--- config.mk ---
export PLATFORM = sky130hd
export DESIGN_NAME = aes_word_responder
export DESIGN_NICKNAME = d
export VERILOG_FILES = /design/src/rtl/aes_pkg.sv /design/src/rtl/aes_word_pack.sv /design/src/rtl/aes_word_responder.sv
export SDC_FILE = /design/constraint.sdc
export NUM_CORES = 1
export LEC_CHECK = 0
export CORE_MARGIN = 4
export CORE_UTILIZATION = 35
export CTS_BUF_LIST = sky130_fd_sc_hd__clkbuf_8
export DETAILED_ROUTE_END_ITERATION = 10
export PLACE_DENSITY = 0.65
export SLEW_MARGIN = 20
export SYNTH_ARGS = -nofsm -noshare
export SYNTH_HDL_FRONTEND = slang
export SYNTH_SLANG_ARGS = --single-unit
--- constraint.sdc ---
create_clock -name Clk -period 2.3 [get_ports Clk]
set_input_delay 0.46 -clock Clk [delete_from_list [all_inputs] [get_ports Clk]]
set_output_delay 0.46 -clock Clk [all_outputs]
set_load 0.02 [all_outputs]
--- src/rtl/aes_pkg.sv ---
// Shared widths and FSM encoding for the AES word responder and its word packer.
package aes_pkg;
    localparam int WORD_W = 32;
    localparam int BLK_W  = 128;
    localparam int NWORDS = 4;
    localparam int SLOT_W = $clog2(NWORDS);

    typedef enum logic [1:0] {
        IDLE,
        START,
        BUSY,
        OUT
    } respState_e;
endpackage

--- src/rtl/aes_word_pack.sv ---
// Word-to-block assembler: NWORDS slots written by index, slot 0 is the most significant word.
module aes_word_pack #(
    parameter int WORD_W = aes_pkg::WORD_W,
    parameter int NWORDS = aes_pkg::NWORDS,
    parameter int IDX_W  = aes_pkg::SLOT_W
) (
    input  logic                     Clk,
    input  logic                     rst,
    input  logic                     wrEn,
    input  logic [IDX_W-1:0]         wrIdx,
    input  logic [WORD_W-1:0]        wrWord,
    output logic [WORD_W*NWORDS-1:0] blk
);
    import aes_pkg::*;

    genvar gi;
    generate
        for (gi = 0; gi < NWORDS; gi++) begin : g_slot
            logic [WORD_W-1:0] slotReg;

            always_ff @(posedge Clk) begin
                if (!rst) begin
                    slotReg <= '0;
                end else if (wrEn && (wrIdx == IDX_W'(gi))) begin
                    slotReg <= wrWord;
                end
            end

            assign blk[WORD_W*(NWORDS-gi)-1 -: WORD_W] = slotReg;
        end
    endgenerate
endmodule

--- src/rtl/aes_word_responder.sv ---
// Word-protocol responder: packs key/text words, starts the cipher core, streams the result MSW first.
// Optional sticky protocol error flag enabled by defining AES_RESP_PROTOCOL_ERR_EN.
module aes_word_responder #(
    parameter int WORD_W = aes_pkg::WORD_W,
    parameter int NWORDS = aes_pkg::NWORDS
) (
    input  logic                     Clk,
    input  logic                     rst,
    input  logic [WORD_W-1:0]        keyIn,
    input  logic [WORD_W-1:0]        wordIn,
    input  logic                     loadKey,
    input  logic                     readFlag,
    input  logic                     writeFlag,
    output logic                     done,
    output logic [WORD_W-1:0]        outBuf,
    output logic [WORD_W*NWORDS-1:0] core_key,
    output logic [WORD_W*NWORDS-1:0] core_state,
    output logic                     core_start,
    input  logic [WORD_W*NWORDS-1:0] core_result,
    input  logic                     core_done,
    output logic                     err
);
    import aes_pkg::*;

    localparam int            BW   = WORD_W * NWORDS;
    localparam int            CW   = $clog2(NWORDS);
    localparam logic [CW-1:0] LAST = CW'(NWORDS - 1);

    respState_e    stateReg, stateNext;
    logic [CW-1:0] kCntReg, kCntNext;
    logic [CW-1:0] tCntReg, tCntNext;
    logic [CW-1:0] oCntReg, oCntNext;
    logic          keyValidReg, keyValidNext;
    logic [BW-1:0] resultReg, resultNext;
    logic          keyWr, textWr;

    always_ff @(posedge Clk) begin
        if (!rst) begin
            stateReg    <= IDLE;
            kCntReg     <= '0;
            tCntReg     <= '0;
            oCntReg     <= '0;
            keyValidReg <= 1'b0;
            resultReg   <= '0;
        end else begin
            stateReg    <= stateNext;
            kCntReg     <= kCntNext;
            tCntReg     <= tCntNext;
            oCntReg     <= oCntNext;
            keyValidReg <= keyValidNext;
            resultReg   <= resultNext;
        end
    end

    always_comb begin
        stateNext    = stateReg;
        kCntNext     = kCntReg;
        tCntNext     = tCntReg;
        oCntNext     = oCntReg;
        keyValidNext = keyValidReg;
        resultNext   = resultReg;
        keyWr        = 1'b0;
        textWr       = 1'b0;
        case (stateReg)
            IDLE: begin
                keyWr  = readFlag & loadKey;
                textWr = readFlag & ~loadKey;
                if (keyWr) begin
                    kCntNext = (kCntReg == LAST) ? '0 : kCntReg + CW'(1);
                    if (kCntReg == LAST) keyValidNext = 1'b1;
                end
                // A text block completed without a key is dropped; the counter still wraps.
                if (textWr) begin
                    tCntNext = (tCntReg == LAST) ? '0 : tCntReg + CW'(1);
                    if ((tCntReg == LAST) && keyValidReg) stateNext = START;
                end
            end
            START: stateNext = BUSY;
            BUSY: begin
                if (core_done) begin
                    resultNext = core_result;
                    oCntNext   = '0;
                    stateNext  = OUT;
                end
            end
            OUT: begin
                if (writeFlag) begin
                    oCntNext = (oCntReg == LAST) ? '0 : oCntReg + CW'(1);
                    if (oCntReg == LAST) stateNext = IDLE;
                end
            end
            default: stateNext = IDLE;
        endcase
    end

    aes_word_pack #(.WORD_W(WORD_W), .NWORDS(NWORDS), .IDX_W(CW)) uKeyPack (
        .Clk    (Clk),
        .rst    (rst),
        .wrEn   (keyWr),
        .wrIdx  (kCntReg),
        .wrWord (keyIn),
        .blk    (core_key)
    );

    aes_word_pack #(.WORD_W(WORD_W), .NWORDS(NWORDS), .IDX_W(CW)) uTextPack (
        .Clk    (Clk),
        .rst    (rst),
        .wrEn   (textWr),
        .wrIdx  (tCntReg),
        .wrWord (wordIn),
        .blk    (core_state)
    );

    logic [WORD_W-1:0] resWord [NWORDS];
    genvar gi;
    generate
        for (gi = 0; gi < NWORDS; gi++) begin : g_resWord
            assign resWord[gi] = resultReg[BW-1-gi*WORD_W -: WORD_W];
        end
    endgenerate

    assign core_start = (stateReg == START);
    assign done       = (stateReg == OUT);
    assign outBuf     = done ? resWord[oCntReg] : '0;

`ifdef AES_RESP_PROTOCOL_ERR_EN
    logic errReg;
    logic protoViolation;

    assign protoViolation = (readFlag && (stateReg != IDLE))
                          || (writeFlag && (stateReg != OUT))
                          || (textWr && (tCntReg == LAST) && !keyValidReg);

    always_ff @(posedge Clk) begin
        if (!rst) begin
            errReg <= 1'b0;
        end else if (protoViolation) begin
            errReg <= 1'b1;
        end
    end

    assign err = errReg;
`else
    assign err = 1'b0;
`endif
endmodule

==> out/qor.yml, run 1 <==
min_period_over_period: 1.08
core_area_sq_mm: 0.0421
netlist_instances: 1830
failed_checks: "negative setup slack"
max_freq_ghz: 0.404
grt_pass1_wl_um: 79400
cts.sinks: 393
slew_violations: 0
via_per_inst: 4.94
finalClockSkew_ns: 0.0336
peakVddDrop_v: 0.000356
drc: 0
layout_setup_ws_ns: -0.178
wirelength_um: 52600
synth_ff_type: "dfxtp_1"
critical_path.top_delay_family: "multiplexers"
post-place-cells: 2756
ys_ff_latch: 393
start_kind: "flip-flop"
tightest_slew_ns: 0.802
avgSynthCellArea_sq_um: 8.17
cp.arrival_ns: 2.02
die_area_sq_mm: 0.0461
hold_violations: 0
die_h_um: 215
io_buffer_count: 487
synth-warning-count: 0
first_iter_violations: 1043
postRouteAntennaNets: 0
antenna_found_initial: 3
netlist_area_sq_mm: 0.0150
max_cap_viol_count: 0
synth_edf_count: 0
place_hpwl_um: 36300
cts_root_buffer: "clkbuf_8"
syn_to_final_growth_pct: 48.3
dr.pass1.iters: 5
clk_pin_slew_ns: 0.06
synth_cell_types: 36
num_io_pins: 489
status: "finished with violations"
htree_levels: 3
rsz0062_at_grt: "yes"
synth_most_common_cell: "nand2_1"
endpoint_kind: "primary output"
ys_top_cells_by_area: "dfxtp_1, nand2_1, a21oi_1"
p_per_area_mw_per_mm2: 656
clockBufferDepth: 3
cp_data_required_time_ns: 1.84
finalSetupViolations: 31
final_cell_count_no_fill: 2887
crit_chain: "buf_12, buf_12, mux4_2, and2_4, buf_6"
cp_common_cell: "buf_12"
relSlewSlack: 0.465
cp_slowest_cell: "mux4_2"
initial_core_util: 0.355
rows: 75
clock_latency_ns: 0.61
cp_num_buf_inv: 3
hold_class: "in2reg"
slowest_delay_ns: 0.51
crit_type: "reg2out"
cts_tree: "yes"
chipWidth_um: 215
fin_total_pwr_uw: 14500
netlist.area_leader.share: 0.526
gp_congestion: 0.860
grt_max_degree: 80
async_flop_share: 0
min_period_ns: 2.48
numCtsBuffers: 70
overflow: 0
synth.yosys.seq_area_share: 0.526
worstPathMaxFanout: 7
track_usage: 0.214
grt_pass1_vias: 13700
yosys.area.top_type: "dfxtp_1"
fin_util: 0.526
drive_above_1_share: 0.111
p_leak_uw: 0.00765
synth_fp_nets: 2041
synthTopCellsByCount: "nand2_1, dfxtp_1, a21oi_1"
num_vias: 14300
wl_per_cell_um: 18.2
fin_nets: 2507
worst min-delay path, cell delays in order:
cell and delay, ns:
clkdlybuf4s50_1 0.39, nand2_1 0.05, a21oi_1 0.05
final cells by class:
class	instances	area, sq um
sequential	393	7880
fill	3839	20000
timing repair buffer	539	5770
clock buffer	89	1220
tap	539	674
clock inverter	32	188
inverter	7	33.8
antenna	3	7.51
multi-input combinational	1285	6400
worst paths after layout:
| kind | depth (start not counted) | endpoint | slack, ns | from |
|---|---|---|---|---|
| worst min-delay path | 3 | resWord[70]$_SDFFE_PN0P_ | 0.40 | core_result[70] |
| worst max register to register | 6 | uKeyPack.g_slot[3].slotReg[16]$_SDFFE_PN0P_ | 0.26 | stateReg[0]$_SDFFE_PN0P_ |
| worst min register to register | 2 | uTextPack.g_slot[0].slotReg[29]$_SDFFE_PN0P_ | 0.45 | uTextPack.g_slot[0].slotReg[29]$_SDFFE_PN0P_ |
| worst max-delay path | 5 | outBuf[11] | -0.18 | oCntReg[1]$_SDFFE_PN0P_ |
cells in the final DEF (no fill, tap or decap), drive strengths merged, types with 4 or more instances in the layout:
cell and count:
nor2 5, and4b 4, clkbuf 90, ha 13, inv 30, clkinv 5
nand4 5, nand4b 5, mux4 32, dfxtp 393, nand2 775, and4 4
clkdlybuf4s50 453, and2 33, a21oi 386, buf 83
timing repair:
| item | CTS | global route |
|---|---|---|
| buffers inserted | 5 | 2 |
| endpoints found under the setup margin | 34 | 33 |
| cloned | 2 | 1 |
| hold endpoints to repair | 0 | 0 |
| pin swaps | 0 | 25 |
| hold buffers | 0 | 0 |
| resized for setup | 241 | 2 |
cells by family (layout without fill, tap and decap cells):
kind of cell             Yosys count  count (layout)  synth area share
AND/OR/NAND/NOR                  841             841             0.226
AO/OA/AOI/OAI                    395             395             0.134
flip-flops                       393             393             0.526
buffers and inverters            152             667            0.0520
multiplexers                      35              35            0.0510
adder cells (fa/ha/maj)           13              13            0.0109
other                              1               4          0.000251
layer usage:
metal	part of all wire	wire (um)	global-route usage
met5	0	0	0
met4	0.028	1490	0.0813
met3	0.081	4230	0.0596
met2	0.49	25800	0.365
met1	0.40	21100	0.258
power breakdown:
| group | leakage (uW) | internal (uW) | switching (uW) |
|---|---|---|---|
| Clock | 0.000799 | 3600 | 2910 |
| Sequential | 0.00317 | 6890 | 46.0 |
| Combinational | 0.00368 | 553 | 544 |
| Total | 0.00765 | 11000 | 3500 |
registers in the layout (all words and copies together), names as in the netlist:
signal / cells
kCntReg: 2
keyValidReg: 1
oCntReg: 2
resWord: 128
stateReg: 2
tCntReg: 2
uKeyPack.g_slot.slotReg: 128
uTextPack.g_slot.slotReg: 128
through the flow:
stage / worst slack (ns) / TNS (ns) / hold slack (ns) / instance area, sq um
after floorplan: 0.403 / 0 / 0.432 / 15000
after global placement: -0.0162 / -0.0298 / 0.438 / 20500
after detailed placement: -0.0275 / -0.0918 / 0.445 / 20500
after CTS: -0.301 / -7.89 / 0.334 / 22200
after global routing: -0.274 / -6.99 / 0.364 / 22200
final: -0.178 / -4.17 / 0.404 / 22200
Power figures use the tool's default switching activity.
==> run 2, diff against run 1 <==
--- a/config.mk
+++ b/config.mk
@@ -9,8 +9,9 @@
 export CORE_UTILIZATION = 35
 export CTS_BUF_LIST = sky130_fd_sc_hd__clkbuf_8
 export DETAILED_ROUTE_END_ITERATION = 10
-export PLACE_DENSITY = 0.65
+export PLACE_DENSITY = 0.64
 export SLEW_MARGIN = 20
 export SYNTH_ARGS = -nofsm -noshare
 export SYNTH_HDL_FRONTEND = slang
+export SYNTH_HIERARCHICAL = 1
 export SYNTH_SLANG_ARGS = --single-unit
==> run 2 against run 1 <==
Net effect: the run still ends with negative setup slack left; critical path depth did not move; core utilization fell by 1.5 points; first-iteration DRC count fell by 42%; global-route usage fell by 2.0 points; non-clock buffer count fell by 3; synthesized area rose by 5.9%; largest cell class unchanged; sequential share of layout area fell by 0.94 points; combinational power rose by 5%; sequential power barely moved; via count fell by 10%; die area rose by 5.6%; clock power barely moved.
==> out/qor.yml, run 2 <==
crit_type: "reg2out"
min_period_over_period: 1.10  # +0.0179
num_vias: 12800  # -10%
p_leak_uw: 0.00943  # +23%
first_iter_violations: 606  # -42%
die_area_sq_mm: 0.0487  # +5.6%
start_kind: "flip-flop"
regArea_sq_mm: 0.00787  # about the same
synth_ff_type: "dfxtp_1"
avgSynthCellArea_sq_um: 9.91  # +21%
rsz0062_at_grt: "yes"
layout_commonest_cell: "nand2_1"
fin_nets: 2290  # -8.7%
most-common-layout-cells: "nand2_1, clkdlybuf4s50_1, dfxtp_1, mux2i_1, a21boi_0"
initial_core_util: 0.356  # +0.000729
numCtsBuffers: 70  # unchanged
grt_pass1_vias: 13200  # -3.9%
htree_levels: 3  # unchanged
drive_above_1_share: 0.119  # +0.00849
postCtsHoldBufs: 0  # unchanged
finalClockSkew_ns: 0.0209  # -0.0128 ns
worstPathMaxFanout: 7  # unchanged
place_hpwl_um: 35100  # -3.2%
num-fill-cells: 4024  # +4.8%
hp-start: "rst"
clock_latency_ns: 0.61  # about the same
slew_violations: 0  # unchanged
synth-warning-count: 6  # +6
via_per_inst: 4.72  # -4.6%
netlist_area_sq_mm: 0.0158  # +5.9%
grt_pass1_wl_um: 74400  # -6.3%
core_area_sq_mm: 0.0445  # +5.6%
io_buffer_count: 487  # unchanged
rows: 77  # +2.7%
gp_congestion: 0.853  # -0.80%
synth.yosys.seq_area_share: 0.497  # -0.0291
endpoint_kind: "primary output"
fin_util: 0.512  # -0.0147
yosys.area.top_type: "dfxtp_1"
min_period_ns: 2.52  # +0.0411 ns
ys_ff_latch: 393  # unchanged
synth_edf_count: 0  # unchanged
synth_fp_nets: 1804  # -12%
hold_violations: 0  # unchanged
clockBufferDepth: 3  # unchanged
chipWidth_um: 221  # +2.8%
synth_cell_types: 31  # -14%
dr.pass1.iters: 5  # unchanged
finalSetupViolations: 32  # +3.2%
layout_setup_ws_ns: -0.219  # -0.0411 ns
cp.arrival_ns: 2.06  # +0.04 ns
syn_to_final_growth_pct: 43.8
clk_pin_slew_ns: 0.06  # about the same
cts_root_buffer: "clkbuf_8"
num_io_pins: 489  # unchanged
wl_per_cell_um: 18.0  # -0.96%
multi_input_area_sq_mm: 0.00713  # +11%
cts_tree: "yes"
timing.hold.ws_ns: 0.309  # -0.0949 ns
max_freq_ghz: 0.397  # -1.6%
antenna_found_initial: 7  # +4
peakVddDrop_v: 0.000378  # +6.0%
worstHoldPathCells: 3  # unchanged
synthTopCellsByCount: "nand2_1, dfxtp_1, mux2i_1"
p_per_area_mw_per_mm2: 640  # -2.4%
netlist.area_leader.share: 0.497  # -0.0291
synth_most_common_cell: "nand2_1"
cp_data_required_time_ns: 1.84  # about the same
max_cap_viol_count: 0  # unchanged
overflow: 0  # unchanged
grt_max_degree: 67  # -16%
r2r-end: "uKeyPack/g_slot[1].slotReg[17]$_SDFFE_PN0P_"
r2r.worst_path.cells: 7  # +1
drc: 0  # unchanged
reg2reg_from: "stateReg[0]$_SDFFE_PN0P_"
netlist_instances: 1598  # -13%
failed_checks: "negative setup slack"
track_usage: 0.194  # -0.0198
ys_top_cells_by_area: "dfxtp_1, mux2i_1, nand2_1"
hold_class: "in2reg"
r2r_setup_slack_ns: 0.46  # +0.20 ns
cts.sinks: 393  # unchanged
die_h_um: 221  # +2.8%
postRouteAntennaNets: 0  # unchanged
wirelength_um: 49100  # -6.6%
async_flop_share: 0  # unchanged
hold_end: "uTextPack/g_slot[2].slotReg[30]$_SDFFE_PN0P_"
status: "finished with violations"
==> run 2: changes by cell type in the layout (fill, tap and decap cells not counted), sizes merged, moves of 7 or more <==
cell,change
nand2,-190
mux2i,+258
a21oi,-385
inv,-7
a21boi,+129
==> run 2: through the flow <==
step	setup TNS, ns	worst slack [ns]	instance area, sq um	total power [uW]	std cells
after global placement	-0.384	-0.0440	21200	8240	2600
after detailed placement	-0.540	-0.0671	21200	8260	2600
after floorplan	0	0.514	15800	7620	1598
after global routing	-8.32	-0.324	22800	15200	2723
after CTS	-8.63	-0.323	22800	14800	2721
final	-4.86	-0.219	22800	14600	2723
==> run 2: routing by layer <==
layer	track usage	wire length [um]	vias up
li1	-	-	6253
met1	0.227	19700	6092
met2	0.327	23700	406
met3	0.0748	4320	91
met4	0.0678	1370	6
met5	0	54	-
==> run 2: worst max-delay path: stages (launching register included) <==
cell,delay (ns)
dfxtp_4,0.39
buf_12,0.16
buf_12,0.12
mux4_2,0.50
and2_4,0.15
buf_6,0.12
==> run 2: worst max path at each step <==
stage	depth (start not counted)	to	slack [ns]	start
floorplan	4	outBuf[0]	0.51	oCntReg[1]$_SDFFE_PN0P_
global placement	5	outBuf[27]	-0.04	oCntReg[1]$_SDFFE_PN0P_
detailed placement	5	outBuf[26]	-0.07	oCntReg[1]$_SDFFE_PN0P_
CTS	5	outBuf[31]	-0.32	oCntReg[1]$_SDFFE_PN0P_
global route	5	outBuf[27]	-0.32	oCntReg[1]$_SDFFE_PN0P_
finish	5	outBuf[27]	-0.22	oCntReg[1]$_SDFFE_PN0P_
==> run 2: logic make-up after synthesis <==
logic type | after synthesis | synth area share
and+or+nand+nor | 642 | 0.162
DFF | 393 | 0.497
muxes | 293 | 0.211
AOI/OAI and AO/OA | 136 | 0.0639
buffers and inverters | 125 | 0.0586
adders and majority gates | 8 | 0.00632
other | 1 | 0.000237
==> run 2: power by group <==
group | total [uW] | internal, uW | leakage [uW] | switching [uW]
registers | 6960 | 6900 | 0.00317 | 56.7
logic | 1150 | 618 | 0.00548 | 527
clock network | 6480 | 3650 | 0.000782 | 2830
total | 14600 | 11200 | 0.00943 | 3410
==> run 2: area by class of cell <==
| class | instances | area share |
|---|---|---|
| flip-flops and latches | 393 | 0.346 |
| multi-input cells | 1080 | 0.313 |
| repair buffers | 536 | 0.247 |
| clock buffers | 88 | 0.0532 |
| well taps | 592 | 0.0325 |
| clock inverters | 28 | 0.00791 |
| inverters | 3 | 0.000495 |
| diodes | 3 | 0.000330 |
==> run 2: repair_timing <==
item                                    in CTS  in global routing
buffers inserted                             3                  2
resized for setup                          240                  1
endpoints found under the setup margin      34                 33
pin swaps                                   30                  0
gates cloned                                 2                  0
==> run 3, diff against run 2 <==
--- a/config.mk
+++ b/config.mk
@@ -5,11 +5,11 @@
 export SDC_FILE = /design/constraint.sdc
 export NUM_CORES = 1
 export LEC_CHECK = 0
-export CORE_MARGIN = 4
-export CORE_UTILIZATION = 35
+export CORE_AREA = 4 4 191 193
 export CTS_BUF_LIST = sky130_fd_sc_hd__clkbuf_8
 export DETAILED_ROUTE_END_ITERATION = 10
-export PLACE_DENSITY = 0.64
+export DIE_AREA = 0 0 195 197
+export PLACE_DENSITY = 0.79
 export SLEW_MARGIN = 20
 export SYNTH_ARGS = -nofsm -noshare
 export SYNTH_HDL_FRONTEND = slang
==> run 3 against run 2 <==
Net effect: the flow still finishes with violations (negative setup slack); cell count down 4.8%; sequential share of layout area grew 0.41 points; core utilization up 14 points; clock skew is 0.0073 ns higher; total power decreased by 2.4%; largest cell class unchanged; clock power fell by 5.2%; final area decreased by 1.2%.
==> out/qor.yml, run 3 (synthesized netlist as in run 2, its figures left out) <==
worstPathMaxFanout: 8  # +1
cp_slowest_cell: "mux4_2"
layout_setup_ws_ns: -0.241  # -0.0220 ns
antenna_found_initial: 4  # -3
wl_per_cell_um: 18.3  # +1.2%
p_per_area_mw_per_mm2: 633  # -1.2%
rows: 68  # -12%
layout_commonest_cell: "nand2_1"
finalSetupViolations: 32  # unchanged
status: "finished with violations"
fin_area_sq_mm: 0.0225  # -1.2%
htree_levels: 3  # unchanged
overflow: 0  # unchanged
crit_chain: "buf_12, buf_4, mux4_2, and2_1, buf_4"
track_usage: 0.233  # +0.0391
initial_core_util: 0.458  # +0.103
drive_above_1_share: 0.115  # -0.00445
finalClockSkew_ns: 0.0282  # +0.00734 ns
hold_violations: 0  # unchanged
clock_latency_ns: 0.61  # about the same
gp_congestion: 0.903  # +5.9%
fin_util: 0.651  # +0.140
most-common-layout-cells: "nand2_1, clkdlybuf4s50_1, dfxtp_1, mux2i_1, a21boi_0"
peakVddDrop_v: 0.000446  # +18%
num-fill-cells: 2714  # -33%
first_iter_violations: 569  # -6.1%
numCtsBuffers: 67  # -4.3%
via_per_inst: 5.01  # +6.3%
cp_num_buf_inv: 3  # unchanged
slowest_delay_ns: 0.48  # -0.02 ns
failed_checks: "negative setup slack"
max_freq_ghz: 0.394  # -0.86%
comb_power_share: 0.080  # about the same
hold_class: "in2reg"
wirelength_um: 47300  # -3.7%
grt_pass1_vias: 13400  # +1.7%
cp.arrival_ns: 2.08  # +0.02 ns
p_leak_uw: 0.00944  # about the same
clockBufferDepth: 3  # unchanged
cts.sinks: 393  # unchanged
clk_pin_slew_ns: 0.06  # about the same
crit_type: "reg2out"
min_period_ns: 2.54  # +0.0220 ns
dr.pass1.iters: 7  # +2
die_area_sq_mm: 0.0384  # -21%
timing.hold.ws_ns: 0.289  # -0.0201 ns
pre_cts_ws_ns: -0.0729  # -0.00584 ns
rsz0062_at_grt: "yes"
cp_common_cell: "buf_4"
grt_pass1_wl_um: 72100  # -3.1%
start_kind: "flip-flop"
critical_path.top_delay_family: "multiplexers"
switching_share: 0.237  # +0.00296
p_sw_uw: 3370  # -1.1%
grt_max_degree: 67  # unchanged
postCtsHoldBufs: 0  # unchanged
syn_to_final_growth_pct: 42.1
chipWidth_um: 195  # -12%
drc: 0  # unchanged
cts_root_buffer: "clkbuf_8"
power_frac_clock: 0.431  # -0.013
core_area_sq_mm: 0.0345  # -22%
num_vias: 13000  # +1.1%
tns_ns: -6.55  # -1.69 ns
cp_data_required_time_ns: 1.84  # about the same
fin_nets: 2289  # -0.044%
io_buffer_count: 487  # unchanged
cts_tree: "yes"
die_h_um: 197  # -11%
max_cap_viol_count: 0  # unchanged
min_period_over_period: 1.10  # +0.00956
num_io_pins: 489  # unchanged
p_int_uw: 10900  # -2.7%
placed_area_sq_mm: 0.0210  # -1.1%
place_hpwl_um: 34100  # -2.8%
postRouteAntennaNets: 0  # unchanged
slew_violations: 0  # unchanged
p_seq_frac: 0.489  # +0.012
endpoint_kind: "primary output"
-- run 3: changes by cell type in the layout (fill, tap and decap cells not counted), sizes merged --
cell | before | now
inv | 23 | 32
clkbuf | 88 | 84
clkinv | 4 | 6
clkinvlp | 2 | 0
bufinv | 2 | 1
diode | 3 | 4
-- run 3: timing repair --
item / 4_1_cts / 5_1_grt
resized for setup: 217 / 19
gates cloned: 1 / 1
pin swaps: 6 / 0
setup endpoints to repair: 34 / 33
hold endpoints to repair: 0 / 0
buffers inserted: 3 / 3
-- run 3: final timing paths --
kind / from / end / slack, ns / cells past startpoint
worst max-delay path: oCntReg[1]$_SDFFE_PN0P_ / outBuf[9] / -0.24 / 5
worst max register to register: stateReg[0]$_SDFFE_PN0P_ / uKeyPack/g_slot[0].slotReg[28]$_SDFFE_PN0P_ / 0.41 / 6
worst min-delay path: rst / uKeyPack/g_slot[0].slotReg[22]$_SDFFE_PN0P_ / 0.29 / 3
worst min register to register: uTextPack/g_slot[1].slotReg[12]$_SDFFE_PN0P_ / uTextPack/g_slot[1].slotReg[12]$_SDFFE_PN0P_ / 0.46 / 2
-- run 3: area by class of cell --
class	instances	area (sq um)	share of cell area
well taps	455	569	0.0253
diodes	4	10.0	0.000445
flip-flops and latches	393	7870	0.350
inverters	3	11.3	0.000501
repair buffers	538	5600	0.249
multi-input cells	1080	7120	0.316
clock inverters	36	189	0.00840
clock buffers	82	1130	0.0502
-- run 3: worst min-delay path: stages --
cell     delay, ns
buf_8         0.18
nand2_1       0.12
mux2i_1       0.05
-- run 3: routing by layer --
| layer | track usage | up-vias | routed length [um] |
|---|---|---|---|
| met5 | 0 | - | 0 |
| met3 | 0.0815 | 106 | 4410 |
| met1 | 0.262 | 6118 | 18000 |
| met4 | 0.112 | 0 | 1770 |
| li1 | - | 6262 | - |
| met2 | 0.398 | 507 | 23100 |
-- run 3: per-stage QoR --
step / cells / power, uW
6_report: 2591 / 14200
5_1_grt: 2590 / 14800
4_1_cts: 2584 / 14400
3_5_place_dp: 2462 / 8250
3_3_place_gp: 2462 / 8230
2_1_floorplan: 1598 / 7620
-- run 3: power groups by stage --
stage | logic, uW | registers [uW] | clock network [uW]
global route | 1200 | 6970 | 6600
detailed placement | 1140 | 7110 | 0
global placement | 1130 | 7100 | 0
CTS | 1150 | 6960 | 6290
finish | 1140 | 6960 | 6140
floorplan | 410 | 7210 | 0
